===== src/rtl/fc_pkg.sv =====
// Shared definitions for the fully-connected accelerator: default
// datapath widths and the scan controller state encoding.
package fc_pkg;

    localparam int FC_DATA_WIDTH  = 24;
    localparam int FC_ADDR_WIDTH  = 10;
    localparam int FC_NUM_CLASSES = 10;
    localparam int FC_IDX_WIDTH   = 5;

    typedef enum logic [1:0] {
        ST_IDLE  = 2'd0,
        ST_ISSUE = 2'd1,
        ST_DRAIN = 2'd2,
        ST_DONE  = 2'd3
    } scan_state_t;

endpackage


===== src/rtl/argmax_scan_if.sv =====
// Handshake and acc_mem read-port bundle of the argmax scanner.
interface argmax_scan_if import fc_pkg::*; #(
    parameter int DATA_WIDTH = FC_DATA_WIDTH,
    parameter int ADDR_WIDTH = FC_ADDR_WIDTH,
    parameter int IDX_WIDTH  = FC_IDX_WIDTH
);
    logic                  start;
    logic                  busy;
    logic                  done;
    logic                  result_valid;
    logic                  mem_en;
    logic [ADDR_WIDTH-1:0] mem_addr;
    logic [DATA_WIDTH-1:0] mem_rdata;
    logic [IDX_WIDTH-1:0]  max_index;
    logic [DATA_WIDTH-1:0] max_value;

    // Scanner side
    modport slave (
        input  start, mem_rdata,
        output busy, done, result_valid, mem_en, mem_addr, max_index, max_value
    );

    // Requester / memory side
    modport master (
        output start, mem_rdata,
        input  busy, done, result_valid, mem_en, mem_addr, max_index, max_value
    );
endinterface


===== src/rtl/rd_tag_pipe.sv =====
// Delay line that travels alongside an acc_mem read so each returning
// word arrives together with its valid flag and class index.
module rd_tag_pipe #(
    parameter int DEPTH     = 1,
    parameter int IDX_WIDTH = 5
) (
    input  logic                 clk,
    input  logic                 rst,
    input  logic                 i_valid,
    input  logic [IDX_WIDTH-1:0] i_idx,
    output logic                 o_valid,
    output logic [IDX_WIDTH-1:0] o_idx
);
    logic                 r_valid [DEPTH];
    logic [IDX_WIDTH-1:0] r_idx   [DEPTH];

    // Shift the {valid, index} tag one stage per cycle; reset drops in-flight tags
    always_ff @(posedge clk) begin
        if (rst) begin
            for (int i = 0; i < DEPTH; i++) begin
                r_valid[i] <= 1'b0;
                r_idx[i]   <= '0;
            end
        end else begin
            r_valid[0] <= i_valid;
            r_idx[0]   <= i_idx;
            for (int i = 1; i < DEPTH; i++) begin
                r_valid[i] <= r_valid[i-1];
                r_idx[i]   <= r_idx[i-1];
            end
        end
    end

    assign o_valid = r_valid[DEPTH-1];
    assign o_idx   = r_idx[DEPTH-1];
endmodule


===== src/rtl/argmax_scan.sv =====
// Classifier output stage: streams NUM_CLASSES accumulators from acc_mem
// and reports the index/value of the largest signed one.
//
// state | meaning
// IDLE  | waiting for start, result outputs held
// ISSUE | one read per cycle, addresses BASE_ADDR..BASE_ADDR+NUM_CLASSES-1
// DRAIN | reads stopped, waiting for the last tagged word to return
// DONE  | one-cycle done pulse, result_valid raised
module argmax_scan import fc_pkg::*; #(
    parameter int DATA_WIDTH  = FC_DATA_WIDTH,
    parameter int NUM_CLASSES = FC_NUM_CLASSES,
    parameter int ADDR_WIDTH  = FC_ADDR_WIDTH,
    parameter int BASE_ADDR   = 0,
    parameter int RD_LATENCY  = 1,
    parameter int IDX_WIDTH   = FC_IDX_WIDTH
) (
    input  logic          clk,
    input  logic          rst,
    argmax_scan_if.slave  bus
);
    localparam logic [IDX_WIDTH-1:0]  LAST_IDX = IDX_WIDTH'(NUM_CLASSES - 1);
    localparam logic [ADDR_WIDTH-1:0] BASE     = ADDR_WIDTH'(BASE_ADDR);

    scan_state_t           r_state;
    logic                  r_busy;
    logic                  r_done;
    logic                  r_result_valid;
    logic                  r_mem_en;
    logic [ADDR_WIDTH-1:0] r_mem_addr;
    logic [IDX_WIDTH-1:0]  r_issue_idx;
    logic [IDX_WIDTH-1:0]  r_max_index;
    logic [DATA_WIDTH-1:0] r_max_value;

    logic                  w_tag_valid;
    logic [IDX_WIDTH-1:0]  w_tag_idx;
    logic                  w_last_return;

    // The tag enters together with the registered read request, so after
    // RD_LATENCY stages it lines up with the returning data word.
    rd_tag_pipe #(
        .DEPTH     (RD_LATENCY),
        .IDX_WIDTH (IDX_WIDTH)
    ) u_tag_pipe (
        .clk     (clk),
        .rst     (rst),
        .i_valid (r_mem_en),
        .i_idx   (r_issue_idx),
        .o_valid (w_tag_valid),
        .o_idx   (w_tag_idx)
    );

    assign w_last_return = w_tag_valid && (w_tag_idx == LAST_IDX);

    // Scan sequencing: read issue, drain, done pulse and handshake flags
    always_ff @(posedge clk) begin
        if (rst) begin
            r_state        <= ST_IDLE;
            r_busy         <= 1'b0;
            r_done         <= 1'b0;
            r_result_valid <= 1'b0;
            r_mem_en       <= 1'b0;
            r_mem_addr     <= '0;
            r_issue_idx    <= '0;
        end else begin
            case (r_state)
                ST_IDLE: begin
                    if (bus.start) begin
                        r_state        <= ST_ISSUE;
                        r_busy         <= 1'b1;
                        r_result_valid <= 1'b0;
                        r_mem_en       <= 1'b1;
                        r_mem_addr     <= BASE;
                        r_issue_idx    <= '0;
                    end
                end
                ST_ISSUE: begin
                    if (r_issue_idx == LAST_IDX) begin
                        r_mem_en <= 1'b0;
                        r_state  <= ST_DRAIN;
                    end else begin
                        r_issue_idx <= r_issue_idx + IDX_WIDTH'(1);
                        r_mem_addr  <= r_mem_addr + ADDR_WIDTH'(1);
                    end
                end
                ST_DRAIN: begin
                    if (w_last_return) begin
                        r_busy         <= 1'b0;
                        r_done         <= 1'b1;
                        r_result_valid <= 1'b1;
                        r_state        <= ST_DONE;
                    end
                end
                ST_DONE: begin
                    r_done  <= 1'b0;
                    r_state <= ST_IDLE;
                end
                default: begin
                    r_state <= ST_IDLE;
                end
            endcase
        end
    end

    // Running maximum: class 0 seeds it, later classes win only if strictly larger
    always_ff @(posedge clk) begin
        if (rst) begin
            r_max_index <= '0;
            r_max_value <= '0;
        end else if (w_tag_valid) begin
            if ((w_tag_idx == '0) || ($signed(bus.mem_rdata) > $signed(r_max_value))) begin
                r_max_index <= w_tag_idx;
                r_max_value <= bus.mem_rdata;
            end
        end
    end

    assign bus.busy         = r_busy;
    assign bus.done         = r_done;
    assign bus.result_valid = r_result_valid;
    assign bus.mem_en       = r_mem_en;
    assign bus.mem_addr     = r_mem_addr;
    assign bus.max_index    = r_max_index;
    assign bus.max_value    = r_max_value;
endmodule

===== src/flat_wrapper.sv =====
// flat-port wrapper written by rule: the top's interface ports become plain ports
module argmax_scan_flat import fc_pkg::*;
#(
    parameter int DATA_WIDTH  = FC_DATA_WIDTH,
    parameter int NUM_CLASSES = FC_NUM_CLASSES,
    parameter int ADDR_WIDTH  = FC_ADDR_WIDTH,
    parameter int BASE_ADDR   = 0,
    parameter int RD_LATENCY  = 1,
    parameter int IDX_WIDTH   = FC_IDX_WIDTH
)
  (clk, rst, bus_start, bus_mem_rdata, bus_busy, bus_done, bus_result_valid, bus_mem_en, bus_mem_addr, bus_max_index, bus_max_value);
  argmax_scan_if #(.DATA_WIDTH(DATA_WIDTH), .ADDR_WIDTH(ADDR_WIDTH), .IDX_WIDTH(IDX_WIDTH)) bus_i ();
  input  logic clk;
  input  logic rst;
  input wire logic [$bits(bus_i.start)-1:0] bus_start;
  input wire logic [$bits(bus_i.mem_rdata)-1:0] bus_mem_rdata;
  output wire logic [$bits(bus_i.busy)-1:0] bus_busy;
  output wire logic [$bits(bus_i.done)-1:0] bus_done;
  output wire logic [$bits(bus_i.result_valid)-1:0] bus_result_valid;
  output wire logic [$bits(bus_i.mem_en)-1:0] bus_mem_en;
  output wire logic [$bits(bus_i.mem_addr)-1:0] bus_mem_addr;
  output wire logic [$bits(bus_i.max_index)-1:0] bus_max_index;
  output wire logic [$bits(bus_i.max_value)-1:0] bus_max_value;
  assign bus_i.start = bus_start;
  assign bus_i.mem_rdata = bus_mem_rdata;
  assign bus_busy = bus_i.busy;
  assign bus_done = bus_i.done;
  assign bus_result_valid = bus_i.result_valid;
  assign bus_mem_en = bus_i.mem_en;
  assign bus_mem_addr = bus_i.mem_addr;
  assign bus_max_index = bus_i.max_index;
  assign bus_max_value = bus_i.max_value;
  argmax_scan #(.DATA_WIDTH(DATA_WIDTH), .NUM_CLASSES(NUM_CLASSES), .ADDR_WIDTH(ADDR_WIDTH), .BASE_ADDR(BASE_ADDR), .RD_LATENCY(RD_LATENCY), .IDX_WIDTH(IDX_WIDTH)) u_core (.clk(clk), .rst(rst), .bus(bus_i));
endmodule

===== config.mk =====
export PLATFORM = sky130hd
export DESIGN_NAME = argmax_scan_flat
export DESIGN_NICKNAME = d
export VERILOG_FILES = /design/src/rtl/fc_pkg.sv /design/src/rtl/argmax_scan_if.sv /design/src/rtl/rd_tag_pipe.sv /design/src/rtl/argmax_scan.sv /design/src/flat_wrapper.sv
export SDC_FILE = /design/constraint.sdc
export NUM_CORES = 1
export LEC_CHECK = 0
export BUFFER_PORTS_ARGS = -buffer_cell sky130_fd_sc_hd__buf_4
export CORE_AREA = 2 2 117 74
export CTS_CLUSTER_DIAMETER = 100
export DETAILED_ROUTE_END_ITERATION = 7
export DIE_AREA = 0 0 119 76
export SLEW_MARGIN = 20
export SYNTH_ARGS = -nofsm -noshare
export SYNTH_HDL_FRONTEND = slang
export SYNTH_SLANG_ARGS = --single-unit

===== constraint.sdc =====
create_clock -name clk -period 4.1 [get_ports clk]
set_input_delay 0.205 -clock clk [delete_from_list [all_inputs] [get_ports clk]]
set_output_delay 0.205 -clock clk [all_outputs]
set_load 0.02 [all_outputs]

==> run summary, run 1 <==
For the diode insertion count for antenna repair, the log shows 0. The slowest stage of the critical path belongs to the cell nor3_4. Synthesis inferred 56 register bits.

The routed design has 6.66 mm of wire. For the number of global-route vias before repair, the log shows 2361. The relative slew slack came out at 40.9%.

In the routed design, unresolved DRC markers number 0. Setup repair after global routing left no endpoint under its margin. The first global-routing pass estimated 11.2 mm of wire. Traced cell by cell, the critical path runs through inv_1, ha_1, nand4_2, nor3_1, a221o_1, nor2_1, a211oi_1, nor3_4, buf_4, mux2i_1. The tools report the number of endpoints with negative hold slack in the final report as 0. By area the synthesized netlist is led by dfxtp_1, ha_1, nand2b_1, mux2i_1, inv_1.

Once the floorplan was initialized, standard cells occupied 38.3% of the core. The pin slew with the least headroom to its limit came out at 0.885 ns. The die is 76 um tall.

The count of boundary I/O pins was 70. Summed over all cells, the static leakage comes to 1.61 nW. Across the run, the number of max-cap violations was 0. After synthesis, flip-flops and latches occupy 36.1% of the total area. Across the whole layout, storage elements account for 0.00112 sq mm.

The tools report the fill cell total of the finished layout as 793. In this run the worst path has a maximum fanout of 20. The area share of the largest cell type after synthesis was 36.1%. The number of buffers and inverters on the critical path is 2. For the worst-skew pair, the clock arrives at the later sink with an insertion delay of 0.30 ns.

For the clock sink count, the log shows 56. In the routed layout, each cell is associated on average with a via count of 4.61. The post-CTS setup repair buffer count came out at 0.

The Yosys warning count was 0; the clock buffer count from CTS was 5. The async set or reset register ratio after synthesis came out at 0%. Critical path data arrival time: 3.23 ns.

The count of flip-flops with a built-in enable after synthesis was 0. Count of input and output buffers: 69. The top cell type by total area after synthesis was dfxtp_1. TritonCTS built the clock tree. In the final layout, the share of cells above drive strength 1 is 20.3%. For this run the aggregate overflow at the end of global routing stands at 0. The tools report the violation count after the first detailed-routing iteration as 87. The clock slew at the register clock pins of the worst setup and hold paths came out at 0.07 ns.

The area growth from synthesis to final layout is 24.8%. Measured along the x axis, the die boundary spans 119 um. The required time at the endpoint of the critical path was 4.32 ns; the total nets after synthesis was 406. Post-CTS repair changed the size of 0 cells. Global routing used 15.3% of the available tracks. Kind of cell with the highest combined delay on the critical path: simple AND/OR/NAND/NOR gates.

Setup violations remaining at the end of the flow were counted as 0. The tools report the number of slew-limit violations in the final report as 0. In the synthesized netlist the dominant register cell turns out to be dfxtp_1. In this run the clock root is driven by a clkbuf_16. Sorting the synthesized cells by how often they occur yields nand2b_1, dfxtp_1, ha_1.

The accumulated negative setup slack came out at 0 ns. The congestion estimate from routability-driven global placement came to 0.777. The floorplan has 26 rows. The critical path is of the reg -> reg type.

The die covers 0.00904 sq mm. Shortest period the worst path allows: 3.01 ns. The mapped netlist covers 0.00310 sq mm. The number of antenna-violating nets in the routed design came out at 0. The first detailed-routing pass ran for 4 iterations. Entering global routing, the biggest net connects 75 pins. Hold repair after CTS inserted 0 buffers. Summing all multi-input logic gate instances after layout gives 0.00181 sq mm.

The initial antenna violation count came out at 0. The worst-case clock buffer depth was 2. Across the VDD grid, the largest voltage drop is 0.248 mV. The run finished with clean final reports.

At the end of the flow, the number of nets in the layout was 471. Yosys mapped the design onto 39 distinct sky130hd cell types. In this run the number of H-tree levels came out at 2.

The run gives 347 as the cell count after synthesis. nand2b_1 is the most common cell in the netlist. In the final routed layout, each cell accounts on average for 12.7 um. The worst clock skew on the final layout is 0.00698 ns. STA classifies the critical path endpoint as a register. In this design, the stage delay of the slowest critical-path cell is 0.56 ns. The logs give 0.00810 sq mm for the area of the core and 0.332 GHz for the highest achievable clock rate.

The detailed router placed 2419 vias in this run. Mean instance size in the synthesized netlist: 8.94 sq um. The total power per unit cell area was 439 mW/mm^2. The utilization after layout is 47.8%.

The min-delay analysis places its worst path in the category in -> reg. Of the available clock period, the critical path in the final layout requires 73.4%. The run gives 4.98 mm as the detailed placer's ending HPWL.

The critical path startpoint category is a register.
## layout by cell type, fill, tap and decap left out, types with 6 or more instances in the layout
cell,n
nor2_1,26
nor2b_1,8
a21oi_1,19
inv_1,28
mux2i_1,30
nand2b_1,59
ha_1,32
nand4_1,8
xor2_1,10
dfxtp_1,56
nand2_1,18
nand3_1,6
buf_4,70
## metal layers
layer	up-vias	track usage, %	wire (um)
li1	1282	-	-
met3	8	4.19	340
met1	1075	22.1	3580
met2	54	22.0	2650
met5	-	0	0
met4	0	5.00	89
## where the power goes
group          leakage [nW]  internal (mW)  switching (mW)  total [mW]
logic                  1.08          0.248           0.312       0.560
clock network        0.0808          0.288           0.195       0.483
registers             0.454          0.605          0.0529       0.657
total                  1.61           1.14           0.560        1.70
## layout make-up
| type | count | area share, % |
|---|---|---|
| repair buffers | 70 | 13.6 |
| inverters | 28 | 2.72 |
| flip-flops and latches | 56 | 29.0 |
| multi-input cells | 251 | 46.9 |
| well taps | 112 | 3.62 |
| clock inverters | 2 | 0.905 |
| clock buffers | 6 | 3.33 |
## tightest hold or removal path: stages
cell and delay, ns:
buf_4 0.11, nand2b_1 0.06, mux2i_1 0.06
## worst paths after layout
kind / cells past startpoint / slack [ns] / end / startpoint
min: 3 / 0.18 / u_core.bus.max_value[6]$_SDFFE_PP0P_ / bus_mem_rdata[6]
min reg2reg: 2 / 0.49 / u_core.bus.max_index[1]$_SDFFE_PP0P_ / u_core.bus.max_index[1]$_SDFFE_PP0P_
max: 10 / 1.09 / u_core.bus.max_value[9]$_SDFFE_PP0P_ / u_core.bus.max_value[23]$_SDFFE_PP0P_
max reg2reg: 10 / 1.09 / u_core.bus.max_value[9]$_SDFFE_PP0P_ / u_core.bus.max_value[23]$_SDFFE_PP0P_
## cell families (layout without fill, tap and decap cells)
kind of cell,count (synthesis),in the layout,share of synthesized area [%]
buf+inv,40,106,5.57
mux,32,32,10.4
flops,56,56,36.1
compound gates,35,35,6.54
simple gates,141,141,25.3
fa+ha+maj,32,32,12.9
xor+xnor,11,11,3.11
## metrics by stage
step	setup slack, ns	cell area, sq um	power (mW)	std cells	hold WS [ns]
after global routing	0.866	3870	1.82	525	0.179
after floorplan	1.81	3100	1.06	347	0.360
after global placement	1.23	3710	1.22	517	0.470
after detailed placement	1.11	3710	1.23	517	0.471
after CTS	1.07	3870	1.72	525	0.169
final	1.09	3870	1.70	525	0.180
## registers in the layout (all words and copies together), names as in the netlist, 2 cells and up
register	flops
u_core.r_issue_idx	5
u_core.bus.max_index	5
u_core.u_tag_pipe.r_idx	5
u_core.bus.mem_addr	10
u_core.r_state	2
u_core.bus.max_value	24
Note: power is estimated with default switching activity, not from simulation.
==> run 2: changes to the inputs <==
- clock period: 4.1 -> 3.05 ns (I/O delays scaled with it)
==> run 2 against run 1 <==
Critical path type unchanged. Sequential share of layout area barely moved. Critical path depth fell by 1. Power rose by 31%. Hold slack got worse by 0.043 ns. Largest power group unchanged. Combinational power rose by 34%. Clock power rose by 23%.
==> run summary, run 2 (synthesis gave the netlist of run 1 again) <==
The run gives 0.137 ns (-0.0431 ns) as the final hold slack. The clock slew at the register clock pins of the worst setup and hold paths was 0.07 ns (about the same); the total of cells resized after clock tree synthesis was 0 (unchanged). The run gives 0.00386 sq mm (-0.16%) as the design area. The first-pass GRT wire length was 11.3 mm (+0.68%).

The logs give 38.3% (unchanged) for the starting density of the core and 2 (unchanged) for the worst-case clock buffer depth. The post-route fraction of the period consumed by the critical path was 81.8% (+8.4 points); the post-CTS setup repair buffer count was 0 (unchanged). For the pin count of the biggest net entering global routing, the log shows 75 (unchanged). The detailed placer's ending HPWL was 4.92 mm (-1.4%).

The diode insertion count for antenna repair was 0 (unchanged); the total number of vias was 2423 (+0.17%). The logs give 2.23 mW (+31%) for the overall power consumption and 0.300 mV (+21%) for the worst ir drop on vdd. Required time at the endpoint of the critical path: 3.27 ns (-1.05 ns).

The logs give 0.29 ns (about the same) for the worst-skew pair later-pin latency and 0 (unchanged) for the count of unresolved DRC violations after routing. For the initial antenna violation count, the log shows 0 (unchanged). TritonCTS built the clock tree. The highest net fanout along the worst path works out to 19 (-5.0%). Setup repair after global routing left no endpoint under its margin. The tools report the count of boundary I/O pins as 70 (unchanged). The tools report the post-placement worst setup slack as 0.555 ns (-0.556 ns). The vias per cell came out at 4.61 (about the same). The violation count after the first detailed-routing iteration was 164 (+89%); the final weighted congestion of routability-driven global placement was 0.800 (+2.9%). The tools report the total wire length after detailed routing as 6.57 mm (-1.3%). The run finished with clean final reports. The tools report the number of global-route vias before repair as 2334 (-1.1%). The accumulated negative setup slack was 0 ns (unchanged); the total number of placement rows was 26 (unchanged). The final worst setup slack was 0.556 ns (-0.534 ns). Tracing the worst setup path back leads to its startpoint at u_core.bus.max_value[23]$_SDFFE_PP0P_. The worst register-to-register path begins at u_core.bus.max_value[23]$_SDFFE_PP0P_.

The maximum single-stage delay on the critical path works out to 0.38 ns (-0.18 ns). The most common cell after layout, fill and taps aside is buf_4. The iteration count of the initial detailed-routing pass came out at 4 (unchanged). The leakage power figure was 1.61 nW (-0.34%).

The cell-internal power was 1.47 mW (+29%); the hold path depth was 3 (unchanged). The final routed wire length divided by cell count is 12.5 um (-1.5%), and the share of power burned in the clock network is 26.7% (-1.7 points). Total placed cells including tap cells: 518 (+0.19%). The library cells used most frequently in the layout, excluding fill and tap cells, are buf_4, nand2b_1, dfxtp_1, ha_1, mux2i_1.

Shortest period the worst path allows: 2.49 ns (-0.516 ns). In this run the most critical hold path is launched from bus_mem_rdata[13]. The critical path data arrival time was 2.71 ns (-0.52 ns).

The number of slew-limit violations in the final report was 0 (unchanged); the area of the die was 0.00904 sq mm (unchanged). The fraction of final layout cells sized beyond drive strength 1 is 20.5% (+0.19 points), and the residual overflow from global routing is 0 (unchanged). The logs give 0 (unchanged) for the number of hold buffers added after cts and 0.00810 sq mm (unchanged) for the area of the core. The die span in x is 119 um (unchanged). The vertical die dimension was 76 um (unchanged); the total number of nets in the final design was 472 (+0.21%). STA classifies the critical path endpoint as a register.

Walking the worst path, the cells encountered are inv_1, ha_1, nand4_2, nor4_2, o21ai_1, and3_1, nor3_4, buf_4, mux2i_1. The pin slew with the least headroom to its limit was 0.903 ns (+0.0180 ns). The cell type of the slowest stage on the worst timing path was ha_1. The depth of the CTS H-tree is 2 (unchanged).

For the clock buffer count from CTS, the log shows 5 (unchanged). The relative slew slack was 39.7% (-1.2 points). The total power per unit cell area came out at 577 mW/mm^2 (+31%). The count of input and output buffers came out at 69 (unchanged).

Final standard cell count with taps included and fillers excluded: 526 (+0.19%). The critical path class was reg -> reg. The highest achievable clock rate is 0.401 GHz (+21%). The part of the power in registers is 39.7% (+1.0 points), and the utilization after layout is 47.7% (-0.077 points).

The number of maximum-capacitance violations is 0 (unchanged), and the number of endpoints with negative hold slack in the final report is 0 (unchanged). The worst setup path is launched from a register. The area of placed instances is 0.00371 sq mm (+0.20%), and the area growth from synthesis to final layout is 24.6%.

The run gives 56 (unchanged) as the clock sink count. The worst-case reg-to-reg path depth is 9 (-1), and the flip-flop count of the largest register, all copies and words added is 24 (unchanged). In this run the worst hold path is classified as in -> reg. The tools report the total of endpoints with negative setup slack in the final report as 0 (unchanged). The master cell of the clock root buffer is clkbuf_16.

Worst clock skew on the final layout: 0.00409 ns (-0.00290 ns). The tools report the combined global-route utilization of all metal layers as 15.5% (+0.14 points). The logs give 33.6% (+0.7 points) for the combinational cell fraction of total power and 754 uW (+35%) for the power dissipated by switching net loads. The number of antenna-violating nets in the routed design came out at 0 (unchanged). Switching part of the total: 33.8% (+0.87 points).
==> run 2: layer usage <==
layer  part of all wire [%]  up-vias  GRT usage [%]
met2                     40       48           21.9
met5                      0        -              0
met4                   0.35        0           4.64
met1                     54     1089           22.4
li1                       -     1284              -
met3                    5.4        2           4.79
==> run 2: area by class of cell <==
| cell class | instances | area, sq um |
|---|---|---|
| clock inverter | 1 | 7.51 |
| timing repair buffer | 71 | 533 |
| multi-input combinational | 251 | 1810 |
| fill | 801 | 4240 |
| clock buffer | 7 | 143 |
| sequential | 56 | 1120 |
| tap | 112 | 140 |
| inverter | 28 | 105 |
==> run 2: final timing paths <==
path | endpoint | slack (ns)
setup / recovery | u_core.bus.max_value[4]$_SDFFE_PP0P_ | 0.56
hold / removal | u_core.bus.max_value[13]$_SDFFE_PP0P_ | 0.14
setup reg to reg | u_core.bus.max_value[4]$_SDFFE_PP0P_ | 0.56
hold reg to reg | u_core.bus.max_index[1]$_SDFFE_PP0P_ | 0.48
==> run 2: critical path: cells and delay by family (launching register included) <==
family                     cells  cell delay (ns)
and+or+nand+nor                4             0.91
buffers and inverters          2             0.40
adders and majority gates      1             0.38
DFF                            1             0.36
muxes                          1             0.24
AOI/OAI and AO/OA              1             0.11
==> run 2: power groups by stage <==
stage | Combinational (mW) | Clock, mW | Sequential (mW)
after global placement | 0.746 | 0 | 0.898
after global routing | 0.838 | 0.656 | 0.899
final | 0.750 | 0.595 | 0.884
after detailed placement | 0.756 | 0 | 0.901
after CTS | 0.759 | 0.618 | 0.884
after floorplan | 0.474 | 0 | 0.954
==> run 3: changes to the inputs <==
- clock period: 3.05 -> 2.5 ns (I/O delays scaled with it)
==> run 3 against run 2 <==
Hold slack got worse by 0.030 ns. Critical endpoint is now u_core.bus.max_value[23]$_SDFFE_PP0P_. Sequential share of layout area is 0.72 points lower. First-iteration DRC count is 40% lower. Largest cell class unchanged. Register-to-register slack got worse by 0.44 ns. Clock skew barely moved. Utilization increased by 1.4 points. Sequential power grew 22%. Global-route usage is 0.22 points lower. Fmax up 4.8%. Combinational power rose by 35%.
==> run summary, run 3 (synthesis gave the netlist of run 1 again) <==
The flow ran to the end, and the final reports show no timing, DRC or antenna violations. The leakage power figure was 1.66 nW (+3.6%). Critical path data arrival time: 2.60 ns (-0.11 ns). The tools report the count of unresolved DRC violations after routing as 0 (unchanged). The type of the tightest min-delay check is in -> reg.

The library cell used most frequently in the layout, excluding fill and tap cells, is buf_4. For the worst ir drop on vdd, the log shows 0.367 mV (+22%). For the clock sink count, the log shows 56 (unchanged). The top cell types in the final layout, fill and taps aside, are buf_4, nand2b_1, dfxtp_1, ha_1, mux2i_1.

Fraction of final layout cells sized beyond drive strength 1: 23.6% (+3.0 points). The total power per unit cell area came out at 708 mW/mm^2 (+23%). The worst setup path is captured at a register. The first-pass GRT wire length came out at 11.2 mm (-0.98%). STA classifies the critical path startpoint as a register. Final routed wire length divided by cell count: 12.7 um (+1.9%). The area of the die was 0.00904 sq mm (unchanged); the total number of placement rows was 26 (unchanged).

The logs give 0 (unchanged) for the number of maximum-capacitance violations and 2 (unchanged) for the worst-case clock buffer depth. The combinational cell fraction of total power is 36.0% (+2.4 points). The combined global-route utilization of all metal layers was 15.3% (-0.22 points). The logs give 0 (unchanged) for the initial antenna violation count and 0 (unchanged) for the number of slew-limit violations in the final report. The clock slew at the register clock pins of the worst setup and hold paths was 0.07 ns (about the same). The clock buffer count from CTS was 5 (unchanged).

The area of the core came out at 0.00810 sq mm (unchanged). The highest achievable clock rate is 0.420 GHz (+4.8%), and the starting density of the core is 38.3% (unchanged). The total wire length after detailed routing came out at 6.78 mm (+3.1%). Iteration count of the initial detailed-routing pass: 5 (+1). The run gives 1.87 mW (+27%) as the cell-internal power. Relative to the synthesized area, the layout overhead comes to 28.3%. The vias per cell is 4.63 (+0.50%), and the pin count of the biggest net entering global routing is 75 (unchanged). The run gives 0.29 ns (about the same) as the worst-skew pair later-pin latency. The post-route fraction of the period consumed by the critical path is 95.2% (+13 points).

Count of input and output buffers: 69 (unchanged). The pin slew with the least headroom to its limit is 0.572 ns (-0.331 ns). The detailed placer's ending HPWL was 4.91 mm (-0.16%). The share of power burned in the clock network came out at 25.7% (-1.0 points). Number of global-route vias before repair: 2271 (-2.7%).

The number of antenna-violating nets in the routed design was 0 (unchanged). The relative slew slack was 61.9% (+22 points). The fill cell total of the finished layout is 784 (-2.1%), and the highest net fanout along the worst path is 9 (-10).

The residual overflow from global routing is 0 (unchanged). The tools report the master cell of the clock root buffer as clkbuf_16. The shortest period the worst path allows was 2.38 ns (-0.113 ns); the final standard cell count with taps included and fillers excluded was 532 (+1.1%).

Count of boundary I/O pins: 70 (unchanged). Diode insertion count for antenna repair: 0 (unchanged). For the total number of vias, the log shows 2463 (+1.7%).

The depth of the CTS H-tree is 2 (unchanged), and the accumulated negative setup slack is 0 ns (unchanged). For the violation count after the first detailed-routing iteration, the log shows 99 (-40%). The total of endpoints with negative setup slack in the final report was 0 (unchanged); the power dissipated by switching net loads was 949 uW (+26%). The run gives 38.4% (-1.3 points) as the part of the power in registers. The switching part of the total is 33.7% (-0.15 points). The run gives 478 (+1.3%) as the total number of nets in the final design.

The total placed cells including tap cells was 520 (+0.39%). The die span in x was 119 um (unchanged); the vertical die dimension was 76 um (unchanged). The tools report the number of endpoints with negative hold slack in the final report as 0 (unchanged).

For the final weighted congestion of routability-driven global placement, the log shows 0.768 (-4.0%). The flip-flop count of the largest register, all copies and words added is 24 (unchanged). By startpoint and endpoint, the worst setup path is classified as reg -> reg. For the number of hold buffers added after cts, the log shows 0 (unchanged). The run gives 0.00390 ns (-0.000188 ns) as the worst clock skew on the final layout. For the required time at the endpoint of the critical path, the log shows 2.72 ns (-0.55 ns).

TritonCTS built the clock tree.
==> run 3: changes by cell type in the layout (fill, tap and decap cells not counted), sizes merged <==
| cell | previous run | this run |
|---|---|---|
| buf | 71 | 76 |
| clkbuf | 7 | 8 |
==> run 3: metal layers <==
layer  wire, um  GRT usage [%]  part of all wire, %
met3        314           3.89                  4.6
met5          0              0                    0
met1       3770           23.3                   56
met2       2630           21.1                   39
met4         65           3.93                 0.96
==> run 3: path summary, 6_finish.rpt <==
kind	from	end	slack, ns	cells past startpoint
hold / removal	bus_mem_rdata[7]	u_core.bus.max_value[7]$_SDFFE_PP0P_	0.11	3
hold reg to reg	u_core.bus.max_value[19]$_SDFFE_PP0P_	u_core.bus.max_value[19]$_SDFFE_PP0P_	0.48	2
setup reg to reg	u_core.bus.max_value[23]$_SDFFE_PP0P_	u_core.bus.max_value[23]$_SDFFE_PP0P_	0.12	11
setup / recovery	u_core.bus.max_value[23]$_SDFFE_PP0P_	u_core.bus.max_value[23]$_SDFFE_PP0P_	0.12	11
==> run 3: area by class of cell <==
type	count	area [sq um]	share of cell area, %
repair buffers	77	621	15.6
multi-input cells	251	1840	46.2
inverters	28	105	2.64
flip-flops and latches	56	1130	28.3
clock buffers	7	143	3.58
well taps	112	140	3.52
clock inverters	1	7.51	0.189
==> run 3: critical path, cell delays in order, from the launching register on <==
cell and delay [ns]:
dfxtp_1 0.35, inv_1 0.05, ha_2 0.37, nand4_2 0.19
nor3_2 0.22, a221o_1 0.18, nor2_2 0.05, and3_1 0.17
nor3_4 0.20, buf_4 0.17, buf_12 0.15, mux2i_1 0.20
==> run 3: timing repair <==
| item | 4_1_cts | 5_1_grt |
|---|---|---|
| setup endpoints to repair | 0 | 29 |
| setup buffers | 0 | 3 |
| gates resized for setup | 0 | 12 |
==> run 3: power groups by stage <==
stage	logic [mW]	clock network, mW	registers (mW)
6_report	1.01	0.723	1.08
5_1_grt	1.13	0.781	1.10
4_1_cts	0.971	0.753	1.08
3_5_place_dp	0.963	0	1.10
3_3_place_gp	0.954	0	1.09
2_1_floorplan	0.578	0	1.16
==> run 3: through the flow <==
step / setup slack (ns) / power [mW] / util, % / hold WS (ns) / area [sq um]
final: 0.119 / 2.82 / 49.1 / 0.106 / 3980
after detailed placement: 0.130 / 2.06 / 46.2 / 0.418 / 3740
after floorplan: 0.214 / 1.74 / - / 0.280 / 3100
after global routing: -0.0207 / 3.01 / 49.1 / 0.106 / 3980
after CTS: 0.0883 / 2.80 / 48.0 / 0.101 / 3890
after global placement: 0.190 / 2.05 / 46.2 / 0.406 / 3740
